**src/rtl/int_sources_pkg.sv**
```systemverilog
// Shared constants and types for the interrupt source block: source indices,
// control-register bit positions and the default timer divider.
package int_pkg;

  localparam int unsigned NUM_SRC   = 3;
  localparam int unsigned SRC_TIMER = 0;
  localparam int unsigned SRC_EXTA  = 1;
  localparam int unsigned SRC_EXTB  = 2;

  localparam int unsigned CTL_TEN     = 0;
  localparam int unsigned CTL_POLA    = 1;
  localparam int unsigned CTL_POLB    = 2;
  localparam int unsigned CTL_RESTART = 4;

  localparam logic [15:0] DIV_RESET_DEFAULT = 16'd532;

  // Stored part of the control register; field order matches the CTL_* bit positions.
  typedef struct packed {
    logic rsvd;
    logic polb;
    logic pola;
    logic ten;
  } ctl_t;

  localparam ctl_t CTL_RESET = '{rsvd: 1'b0, polb: 1'b0, pola: 1'b0, ten: 1'b1};

  function automatic logic [7:0] ctl_readback(input logic warm, input ctl_t ctl);
    return {3'b000, warm, ctl};
  endfunction

endpackage

```
**src/rtl/int_sources_if.sv**
```systemverilog
// CPU register-port bundle between the port decoder (master) and int_sources (slave).
interface int_sources_if;

  logic [7:0] din;
  logic       div_lo_wr;
  logic       div_hi_wr;
  logic       ctl_wr;
  logic [7:0] ctl_rd;

  modport master (
    output din,
    output div_lo_wr,
    output div_hi_wr,
    output ctl_wr,
    input  ctl_rd
  );

  modport slave (
    input  din,
    input  div_lo_wr,
    input  div_hi_wr,
    input  ctl_wr,
    output ctl_rd
  );

endinterface

```
**src/rtl/int_sources_edge_sync.sv**
```systemverilog
// Synchroniser chain plus history flop producing a registered, gated,
// polarity-selected single-cycle edge strobe for one asynchronous line.
module edge_sync #(
  parameter int unsigned SyncStages = 2
) (
  input  logic clk_i,
  input  logic rst_i,
  input  logic line_i,
  input  logic pol_i,
  input  logic gate_i,
  output logic stb_o
);

  logic [SyncStages-1:0] sync_q;
  logic                  hist_q;
  logic                  stb_q;
  logic                  sync_out;
  logic                  edge_det;

  assign sync_out = sync_q[SyncStages-1];

  // Only the synchronised level versus its history matters, so a polarity
  // change alone never produces an edge.
  always_comb begin
    edge_det = (sync_out != hist_q) && (sync_out == pol_i);
  end

  always_ff @(posedge clk_i or posedge rst_i) begin
    if (rst_i) begin
      sync_q <= '1;
      hist_q <= 1'b1;
      stb_q  <= 1'b0;
    end else begin
      sync_q <= {sync_q[SyncStages-2:0], line_i};
      hist_q <= sync_out;
      stb_q  <= edge_det & gate_i;
    end
  end

  assign stb_o = stb_q;

endmodule

```
**src/rtl/int_sources.sv**
```systemverilog
// Interrupt request sources for the Z80 interrupt controller: a programmable
// periodic timer (source 0) and two edge-detected external lines (sources 1, 2).
module int_sources
  import int_pkg::*;
#(
  parameter logic [15:0] DIV_RESET   = DIV_RESET_DEFAULT,
  parameter int unsigned SYNC_STAGES = 2
) (
  input  logic               clk,
  input  logic               rst,
  int_sources_if.slave       bus,
  input  logic               ext_a,
  input  logic               ext_b,
  output logic [NUM_SRC-1:0] int_stbs
);

  ctl_t        ctl_q, ctl_d;
  logic [15:0] div_q, div_d;
  logic [15:0] cnt_q, cnt_d;
  logic [7:0]  shadow_q, shadow_d;
  logic [1:0]  warm_q, warm_d;
  logic        tmr_stb_q, tmr_stb_d;
  logic        warm;
  logic        restart;
  logic        ten_rise;
  logic        ext_stb_a;
  logic        ext_stb_b;

  assign warm = (warm_q == 2'd3);

  always_comb begin
    shadow_d = bus.div_lo_wr ? bus.din : shadow_q;
    div_d    = bus.div_hi_wr ? {bus.din, shadow_q} : div_q;
    ctl_d    = bus.ctl_wr ? ctl_t'(bus.din[3:0]) : ctl_q;
    warm_d   = warm ? warm_q : warm_q + 2'd1;

    restart  = bus.ctl_wr && bus.din[CTL_RESTART];
    ten_rise = bus.ctl_wr && bus.din[CTL_TEN] && !ctl_q.ten;

    cnt_d     = cnt_q;
    tmr_stb_d = 1'b0;
    // Reloads use div_d so a same-cycle high-byte write takes effect at once.
    if (restart || ten_rise) begin
      cnt_d = div_d;
    end else if (ctl_q.ten) begin
      if (cnt_q == 16'd0) begin
        cnt_d     = div_d;
        tmr_stb_d = 1'b1;
      end else begin
        cnt_d = cnt_q - 16'd1;
      end
    end
  end

  always_ff @(posedge clk or posedge rst) begin
    if (rst) begin
      ctl_q     <= CTL_RESET;
      div_q     <= DIV_RESET;
      cnt_q     <= DIV_RESET;
      shadow_q  <= 8'h00;
      warm_q    <= 2'd0;
      tmr_stb_q <= 1'b0;
    end else begin
      ctl_q     <= ctl_d;
      div_q     <= div_d;
      cnt_q     <= cnt_d;
      shadow_q  <= shadow_d;
      warm_q    <= warm_d;
      tmr_stb_q <= tmr_stb_d;
    end
  end

  edge_sync #(
    .SyncStages (SYNC_STAGES)
  ) u_ext_a (
    .clk_i  (clk),
    .rst_i  (rst),
    .line_i (ext_a),
    .pol_i  (ctl_q.pola),
    .gate_i (warm),
    .stb_o  (ext_stb_a)
  );

  edge_sync #(
    .SyncStages (SYNC_STAGES)
  ) u_ext_b (
    .clk_i  (clk),
    .rst_i  (rst),
    .line_i (ext_b),
    .pol_i  (ctl_q.polb),
    .gate_i (warm),
    .stb_o  (ext_stb_b)
  );

  always_comb begin
    int_stbs            = '0;
    int_stbs[SRC_TIMER] = tmr_stb_q;
    int_stbs[SRC_EXTA]  = ext_stb_a;
    int_stbs[SRC_EXTB]  = ext_stb_b;
  end

  assign bus.ctl_rd = ctl_readback(warm, ctl_q);

endmodule

```
**src/flat_wrapper.sv**
```systemverilog
// flat-port wrapper written by rule: the top's interface ports become plain ports
module int_sources_flat import int_pkg::*;
#(
  parameter logic [15:0] DIV_RESET   = DIV_RESET_DEFAULT,
  parameter int unsigned SYNC_STAGES = 2
)
  (clk, rst, ext_a, ext_b, int_stbs, bus_din, bus_div_lo_wr, bus_div_hi_wr, bus_ctl_wr, bus_ctl_rd);
  int_sources_if bus_i ();
  input  logic clk;
  input  logic rst;
  input  logic ext_a;
  input  logic ext_b;
  output logic [NUM_SRC-1:0] int_stbs;
  input wire logic [$bits(bus_i.din)-1:0] bus_din;
  input wire logic [$bits(bus_i.div_lo_wr)-1:0] bus_div_lo_wr;
  input wire logic [$bits(bus_i.div_hi_wr)-1:0] bus_div_hi_wr;
  input wire logic [$bits(bus_i.ctl_wr)-1:0] bus_ctl_wr;
  output wire logic [$bits(bus_i.ctl_rd)-1:0] bus_ctl_rd;
  assign bus_i.din = bus_din;
  assign bus_i.div_lo_wr = bus_div_lo_wr;
  assign bus_i.div_hi_wr = bus_div_hi_wr;
  assign bus_i.ctl_wr = bus_ctl_wr;
  assign bus_ctl_rd = bus_i.ctl_rd;
  int_sources #(.DIV_RESET(DIV_RESET), .SYNC_STAGES(SYNC_STAGES)) u_core (.clk(clk), .rst(rst), .bus(bus_i), .ext_a(ext_a), .ext_b(ext_b), .int_stbs(int_stbs));
endmodule
```
**config.mk**
```make
export PLATFORM = sky130hd
export DESIGN_NAME = int_sources_flat
export DESIGN_NICKNAME = d
export VERILOG_FILES = /design/src/rtl/int_sources_pkg.sv /design/src/rtl/int_sources_if.sv /design/src/rtl/int_sources_edge_sync.sv /design/src/rtl/int_sources.sv /design/src/flat_wrapper.sv
export SDC_FILE = /design/constraint.sdc
export NUM_CORES = 1
export LEC_CHECK = 0
export ABC_AREA = 1
export CAP_MARGIN = 30
export CORE_ASPECT_RATIO = 0.75
export CORE_MARGIN = 1.5
export CORE_UTILIZATION = 53
export CTS_CLUSTER_DIAMETER = 100
export DETAILED_ROUTE_END_ITERATION = 10
export PLACE_DENSITY = 0.74
export SETUP_SLACK_MARGIN = 0.05
export SYNTH_ARGS = -nofsm -noshare
export SYNTH_HDL_FRONTEND = slang
export SYNTH_SLANG_ARGS = --single-unit
```
**constraint.sdc**
```tcl
create_clock -name clk -period 2.5 [get_ports clk]
set_input_delay 0.5 -clock clk [delete_from_list [all_inputs] [get_ports clk]]
set_output_delay 0.5 -clock clk [all_outputs]
set_load 0.03 [all_outputs]
```
==> PnR_summary.wiki <==
{| class="wikitable"
! Metric !! Value
|-
| Type of destination of the critical path || output port
|-
| Sequential fraction of the synthesis area || 49.7%
|-
| Avg Synthesized Cell Area || 7.87 sq um
|-
| Die W || 87.0 microns
|-
| Leakage power || 1.54 nW
|-
| #FFs+latches synth || 55
|-
| Final critical delay including setup and external delays || 2.18 ns
|-
| Placed insts || 438
|-
| Overall power after layout || 2.28 mW
|-
| Switching share of power || 35.0%
|-
| Clock power frac || 22.9%
|-
| Post-synth top flop || sky130_fd_sc_hd__dfrtp_1
|-
| Critical path class || register to output port
|-
| Inserted Clock Buffers || 5
|-
| Area of the mapped netlist || 2800 sq um
|-
| Async set-or-reset flop fraction in the synthesized netlist || 100%
|-
| Number of instances in the synthesized netlist || 356
|-
| Final Hold Fails || 0
|-
| Area share of xor/xnor cells in the synthesized design || 0.625%
|-
| Dpl hpwl || 4120 microns
|-
| Area added between synthesis and finish || 11.7%
|-
| Combinational group share of total power || 26.3%
|-
| Share of cells above drive strength 1 || 10.7%
|-
| Initial DRT Pass Iterations || 4
|-
| Setup WS pre-CTS || 0.347 ns
|-
| Global route overflow || 0
|-
| RSZ-0062 raised after global routing || no
|-
| Final weighted congestion in routability-driven placement || 0.930
|-
| Core ar. || 4980 sq um
|-
| Wire length of the first global-routing pass || 9560 microns
|-
| Ranking of synthesized cells by instance count || 113 x sky130_fd_sc_hd__nand2_1, 50 x sky130_fd_sc_hd__inv_1, 42 x sky130_fd_sc_hd__dfrtp_1
|-
| Via count || 2188
|-
| Setup bufs post-CTS || 0
|-
| Net Switching || 798 uW
|-
| Hold endpoint || u_core.u_ext_b.sync_q[1]$_DFF_PP1_
|-
| Total Die Area || 5740 sq um
|-
| Total Negative Setup Slacks || 0 ns
|-
| Internal Power || 1.48 mW
|-
| Yosys top cell by area || sky130_fd_sc_hd__dfrtp_1
|-
| Number of enable-type register cells in the synthesized netlist || 0
|-
| Largest family of logic cells by synthesized area || simple AND/OR/NAND/NOR gates
|-
| Starting Density || 56.2%
|-
| Detailed Route WL || 5640 microns
|-
| Sequential share of power || 50.8%
|-
| Number of warnings printed during yosys synthesis || 0
|-
| Buffers added on ports || 22
|-
| Maximum number of pins on one net before global-route repair || 56
|-
| PD cells || 730 nW/um^2
|-
| Worst Skew || 0.00459 ns
|-
| Most frequent cell after synthesis || sky130_fd_sc_hd__nand2_1
|-
| Crit Reg-Reg Startpoint || u_core.cnt_q[0]$_DFFE_PP0P_
|-
| Stage delay of the slowest cell on the critical path || 0.71 ns
|-
| Number of unique standard cell types used by synthesis || 28
|-
| 1st-iter DRT viols || 191
|-
| Count of final max-slew check failures || 0
|-
| Cells resized by post-CTS repair || 0
|-
| Fraction of the mapped netlist area in simple logic gates || 28.6%
|-
| Vertical die dimension || 66.0 microns
|-
| Number of nets with antenna violations after routing || 0
|-
| Routed via count divided by cell count || 4.91
|-
| Class of the tightest hold or removal check || register to register
|-
| Total global-route track usage || 22.1%
|-
| Worst vdd ir || 419 uV
|-
| Achievable Freq || 0.459 GHz
|-
| Clock latency reported for the late side of the worst-skew pair || 0.31 ns
|-
| Arithmetic-cell share of the synthesized area counting full adders, half adders and majority gates || 1.34%
|-
| Relative slew margins || 65.0%
|-
| Standard-cell row count || 22
|-
| Initial antenna violation count || 0
|-
| Share of cell area taken by muxes after synthesis || 0%
|-
| Maximum root-to-sink buffer count || 2
|-
| Clock Sinks || 55
|-
| Max-cap violations || 0
|-
| Root Driver || sky130_fd_sc_hd__clkbuf_8
|-
| Flop-to-flop setup slack || 0.71 ns
|-
| Filler-free cell count of the finished design || 446
|-
| Share of the synthesized area in compound gates (AO/OA/AOI/OAI) || 7.99%
|-
| Setup-violating endpoint count in the final report || 0
|-
| Clock-pin slew on the worst setup and hold paths || 0.10 ns
|-
| Fin crit share || 87.1%
|-
| Master of the slowest instance on the critical path || sky130_fd_sc_hd__clkdlybuf4s50_1
|-
| Smallest setup slack after layout || 0.323 ns
|-
| TritonCTS clock tree || built
|-
| Hold path cells || 0
|-
| Number of DRC violations after detailed routing || 0
|-
| Worst-path maximum fanout || 5
|-
| Kind of start point of the critical path || register
|-
| Number of buffers added to fix hold violations after cts || 0
|-
| Count of nets after finishing || 391
|-
| I/O pins || 26
|-
| Synth top area cells || sky130_fd_sc_hd__dfrtp_1 38%, sky130_fd_sc_hd__nand2_1 15%, sky130_fd_sc_hd__dfstp_2 12%
|-
| Critical path data arrival time || 1.68 ns
|-
| Required time of the critical path || 2.00 ns
|-
| Avg WL per Cell || 12.6 microns
|-
| Worst-case reg-to-reg path depth || 9
|-
| Area fraction of the dominant cell type after synthesis || 37.5%
|-
| Worst min-delay path startpoint || u_core.u_ext_b.sync_q[0]$_DFF_PP1_
|-
| Run status || finished clean
|-
| Slew at the pin closest to its max-slew limit || 0.524 ns
|-
| Vias in the first global route || 2030
|-
| Critical register-to-register path endpoint || u_core.cnt_q[10]$_DFFE_PP0P_
|-
| Cells along the critical path || ha_1 > clkdlybuf4s50_1
|-
| Total number of H-tree levels || 2
|-
| Count of filler cells inserted in the layout || 448
|-
| # diodes || 0
|}
## layer usage
metal	share of wire [%]	global-route usage, %	vias up
li1	-	-	1116
met4	0.87	6.05	0
met1	52	32.2	1025
met3	5.5	5.12	5
met2	42	32.9	42
met5	0	0	-
## cells by family (layout without fill, tap and decap cells)
logic type,count (synthesis),after routing
AO/OA/AOI/OAI,43,43
flip-flops,55,55
adder cells (fa/ha/maj),3,3
other,1,3
buffers and inverters,70,86
XOR/XNOR,2,2
AND/OR/NAND/NOR,182,182
## how the worst max path moves through the flow
stage | start | endpoint | slack (ns) | cells past startpoint
6_report | u_core.warm_q[0]$_DFFE_PP0N_ | bus_ctl_rd[4] | 0.32 | 2
4_1_cts | u_core.warm_q[0]$_DFFE_PP0N_ | bus_ctl_rd[4] | 0.31 | 2
5_1_grt | u_core.warm_q[0]$_DFFE_PP0N_ | bus_ctl_rd[4] | 0.23 | 2
3_5_place_dp | bus_ctl_wr | u_core.cnt_q[11]$_DFFE_PP0P_ | 0.35 | 9
3_3_place_gp | bus_ctl_wr | u_core.cnt_q[11]$_DFFE_PP0P_ | 0.41 | 9
2_1_floorplan | rst | u_core.bus.ctl_rd[1]$_DFFE_PP0P_ | 0.68 | 1
## power groups by stage
stage / clock (mW) / combinational [mW] / sequential (mW)
4_1_cts: 0.532 / 0.596 / 1.16
3_5_place_dp: 0 / 0.591 / 1.17
3_3_place_gp: 0 / 0.580 / 1.17
5_1_grt: 0.567 / 0.682 / 1.18
6_report: 0.523 / 0.599 / 1.16
2_1_floorplan: 0 / 0.461 / 1.15
## placed cells by master (no fill, tap or decap), types with 4 or more instances in the layout
cell type and instances:
sky130_fd_sc_hd__clkdlybuf4s50_1 22, sky130_fd_sc_hd__nand3b_1 4, sky130_fd_sc_hd__nor2_1 24, sky130_fd_sc_hd__clkbuf_8 6, sky130_fd_sc_hd__dfstp_2 13, sky130_fd_sc_hd__o21ai_0 32
sky130_fd_sc_hd__inv_1 49, sky130_fd_sc_hd__nand3_1 25, sky130_fd_sc_hd__nor2_2 5, sky130_fd_sc_hd__dfrtp_1 42, sky130_fd_sc_hd__a21oi_1 8, sky130_fd_sc_hd__nand2_1 113
## stage by stage
step                cell area [sq um]  hold slack, ns  utilization (%)
CTS                              3130           0.361             62.8
detailed placement               3030           0.347             60.8
global placement                 3030           0.346             60.8
finish                           3130           0.361             62.8
global route                     3130           0.364             62.8
floorplan                        2810           0.345                -
## critical path, delay by kind of cell, from the launching register on
kind / cells / cell delay (ns)
buffers and inverters: 1 / 0.71
DFF: 1 / 0.38
adders and majority gates: 1 / 0.28
## final cells by class
class,count,area (sq um),area share [%]
Timing Repair Buffer,25,255,8.16
Inverter,53,201,6.44
Clock buffer,6,82.6,2.64
Multi-Input combinational cell,233,1090,34.9
Clock inverter,2,16.3,0.520
Sequential cell,55,1390,44.5
Tap cell,72,90.1,2.88
## flip-flops by register name, summed over array words and instances (netlist names), 2 cells and up
| signal | cells |
|---|---|
| u_core.div_q | 16 |
| u_core.bus.ctl_rd | 4 |
| u_core.u_ext_a.sync_q | 2 |
| u_core.shadow_q | 8 |
| u_core.cnt_q | 16 |
| u_core.warm_q | 2 |
| u_core.u_ext_b.sync_q | 2 |
Power figures use the tool's default switching activity.
==> RTL change: new RTL, same settings <==
`SYNC_STAGES` is set to 2 in 2 places; all go to 4.
--- a/src/rtl/int_sources.sv
+++ b/src/rtl/int_sources.sv
@@ -5,5 +5,5 @@
 #(
   parameter logic [15:0] DIV_RESET   = DIV_RESET_DEFAULT,
-  parameter int unsigned SYNC_STAGES = 2
+  parameter int unsigned SYNC_STAGES = 4
 ) (
   input  logic               clk,
--- a/src/flat_wrapper.sv
+++ b/src/flat_wrapper.sv
@@ -3,5 +3,5 @@
 #(
   parameter logic [15:0] DIV_RESET   = DIV_RESET_DEFAULT,
-  parameter int unsigned SYNC_STAGES = 2
+  parameter int unsigned SYNC_STAGES = 4
 )
   (clk, rst, ext_a, ext_b, int_stbs, bus_din, bus_div_lo_wr, bus_div_hi_wr, bus_ctl_wr, bus_ctl_rd);
Behaviour: not the same (Yosys sat finds a counterexample within 10 cycles, from zero or initial values and one cycle with rst high).
==> RTL change against the unedited design <==
Worst setup slack improved by 0.035 ns. Synthesized cell count shrank 0.28%. Design area up 7.0%. Synthesized area is 3.9% higher. Count of clock-buffer cells in the layout rose by 8. Wire length rose by 1.8%. Via count rose by 0.87%. Total power up 18%. Utilization increased by 0.11 points. Sequential power is 6% higher. Clock skew is 0.0042 ns higher. Sequential cell count up 4. Critical path type unchanged. Largest cell class unchanged. Highest routed layer unchanged.
==> RTL change: results (changes against the unedited design) <==
The tools report the worst clock skew as 0.00876 ns (+0.00417 ns). Data arrival time at the worst-slack endpoint: 1.64 ns (-0.04 ns). For the post-detailed-placement cell area, the log shows 3140 µm² (+3.7%).

The path class of the tightest hold or removal check is reg2reg. The startpoint identified for the worst register-to-register timing path is u_core.cnt_q[0]. The power spent charging and discharging nets came out at 0.000835 W (+4.6%). By count the netlist is led by 112 x nand2_1, 50 x inv_1, 42 x dfrtp_1. The fraction of the mapped netlist area in adder cells came out at 0.0129 (-0.000507). The tools report the startpoint of the most critical setup path as u_core.warm_q[0].

The detailed-route wire length per cell is 12.6 µm (-0.44%). The clock transition time at the flip-flop clock pins of the worst setup and hold paths was 0.06 ns (-0.04 ns); the clock insertion delay at the later pin of the skew report was 0.34 ns (+0.03 ns). The number of nets in the final layout was 394 (+0.77%); the final weighted congestion in routability-driven placement was 0.878 (-5.7%).

Number of clock buffers inserted by TritonCTS: 9 (+4). The post-synthesis compound-gate area fraction is 0.0834 (+0.00342). The post-synthesis xor/xnor area fraction is 0.00902 (+0.00277), and the count of unique library cells instantiated by Yosys is 31 (+11%).

The count of H-tree levels built during CTS was 3 (+1); the post-DP HPWL was 4160 µm (+0.77%). For this design, the slowest cell found on the critical path is clkdlybuf4s50_1. The pin count of the biggest net entering global routing came out at 60 (+7.1%). The maximum vdd ir drop was 0.000516 V (+23%); the logic gate share of total power was 0.213 (-0.050). The tools report the number of global-route vias before repair as 2158 (+6.3%). The first-pass GRT wire length is 9980 µm (+4.3%). Total global routing track utilization: 0.228 (+0.00740). The run finished with clean final reports. The maximum fanout along the worst path came out at 4 (-1). By area the synthesized netlist is led by dfrtp_1 36%, dfstp_2 15%, nand2_1 14%, inv_1 6.4%, o21ai_0 5.2%. The share of layout cells above drive strength 1 came out at 0.144 (+0.0374). The share of flip-flops with an asynchronous set or reset was 1.00 (unchanged); the standby leakage power was 1.65 nW (+7.1%). For the detailed-routing iteration count for the pre-antenna-repair pass, the log shows 4 (unchanged). The number of vias per cell works out to 4.84 (-1.3%). Total setup buffers inserted after CTS: 0 (unchanged). The sequential area share after synthesis was 0.514 (+0.0173).

The largest registers in the layout are u_core.cnt_q x16, u_core.div_q x16, u_core.shadow_q x8. The number of antenna violations at the first check in global routing was 0 (unchanged). Relative max-transition margin: 0.636 (-0.0137). The first-iteration detailed-routing DRC count came out at 131 (-31%). The relative contribution of the clock network to total power is 0.331 (+0.102).

The fill cell total of the finished layout was 476 (+6.3%). The number of synthesis warnings came out at 0 (unchanged). The dominant register cell in the synthesized netlist is dfrtp_1. The clock root buffer is clkbuf_8. The delay contributed by the slowest stage of the critical path works out to 0.69 ns (-0.02 ns).

In this run the most critical hold path is launched from u_core.u_ext_b.sync_q[1].
[RTL change: critical path, delay by kind of cell, from the launching register on]
| family | cells | cell delay [ns] |
|---|---|---|
| buffers and inverters | 1 | 0.69 |
| DFF | 1 | 0.38 |
| adders and majority gates | 1 | 0.23 |
[RTL change: cell type report]
type	count	share of cell area
Sequential cell	59	0.447
Multi-Input combinational cell	227	0.323
Timing Repair Buffer	26	0.0784
Inverter	53	0.0609
Clock buffer	14	0.0516
Tap cell	75	0.0280
Clock inverter	2	0.0105
[RTL change: through the flow]
step | hold slack (ns) | setup WS, ns | total power (W) | cells | utilization
floorplan | 0.345 | 0.572 | 0.00167 | 357 | -
global placement | 0.346 | 0.520 | 0.00180 | 440 | 0.590
detailed placement | 0.347 | 0.454 | 0.00182 | 440 | 0.590
CTS | 0.356 | 0.334 | 0.00272 | 456 | 0.629
global route | 0.359 | 0.279 | 0.00286 | 456 | 0.629
finish | 0.356 | 0.358 | 0.00270 | 456 | 0.629
[RTL change: final timing paths]
| path | to | slack (ns) | cells after the start |
|---|---|---|---|
| min in group asynchronous | u_core.div_q[5] | 0.54 | 3 |
| hold / removal | u_core.u_ext_b.sync_q[2] | 0.36 | 0 |
| max in group asynchronous | u_core.cnt_q[2] | 1.66 | 3 |
| hold reg to reg | u_core.u_ext_b.sync_q[2] | 0.36 | 0 |
| setup reg to reg | u_core.cnt_q[13] | 0.80 | 9 |
| setup / recovery | bus_ctl_rd[4] | 0.36 | 2 |
[RTL change: layer usage]
layer | GRT usage | wire (µm) | part of all wire
met5 | 0 | 0 | 0
met4 | 0.0527 | 36 | 0.0063
met3 | 0.0782 | 227 | 0.040
met2 | 0.356 | 2610 | 0.45
met1 | 0.310 | 2860 | 0.50
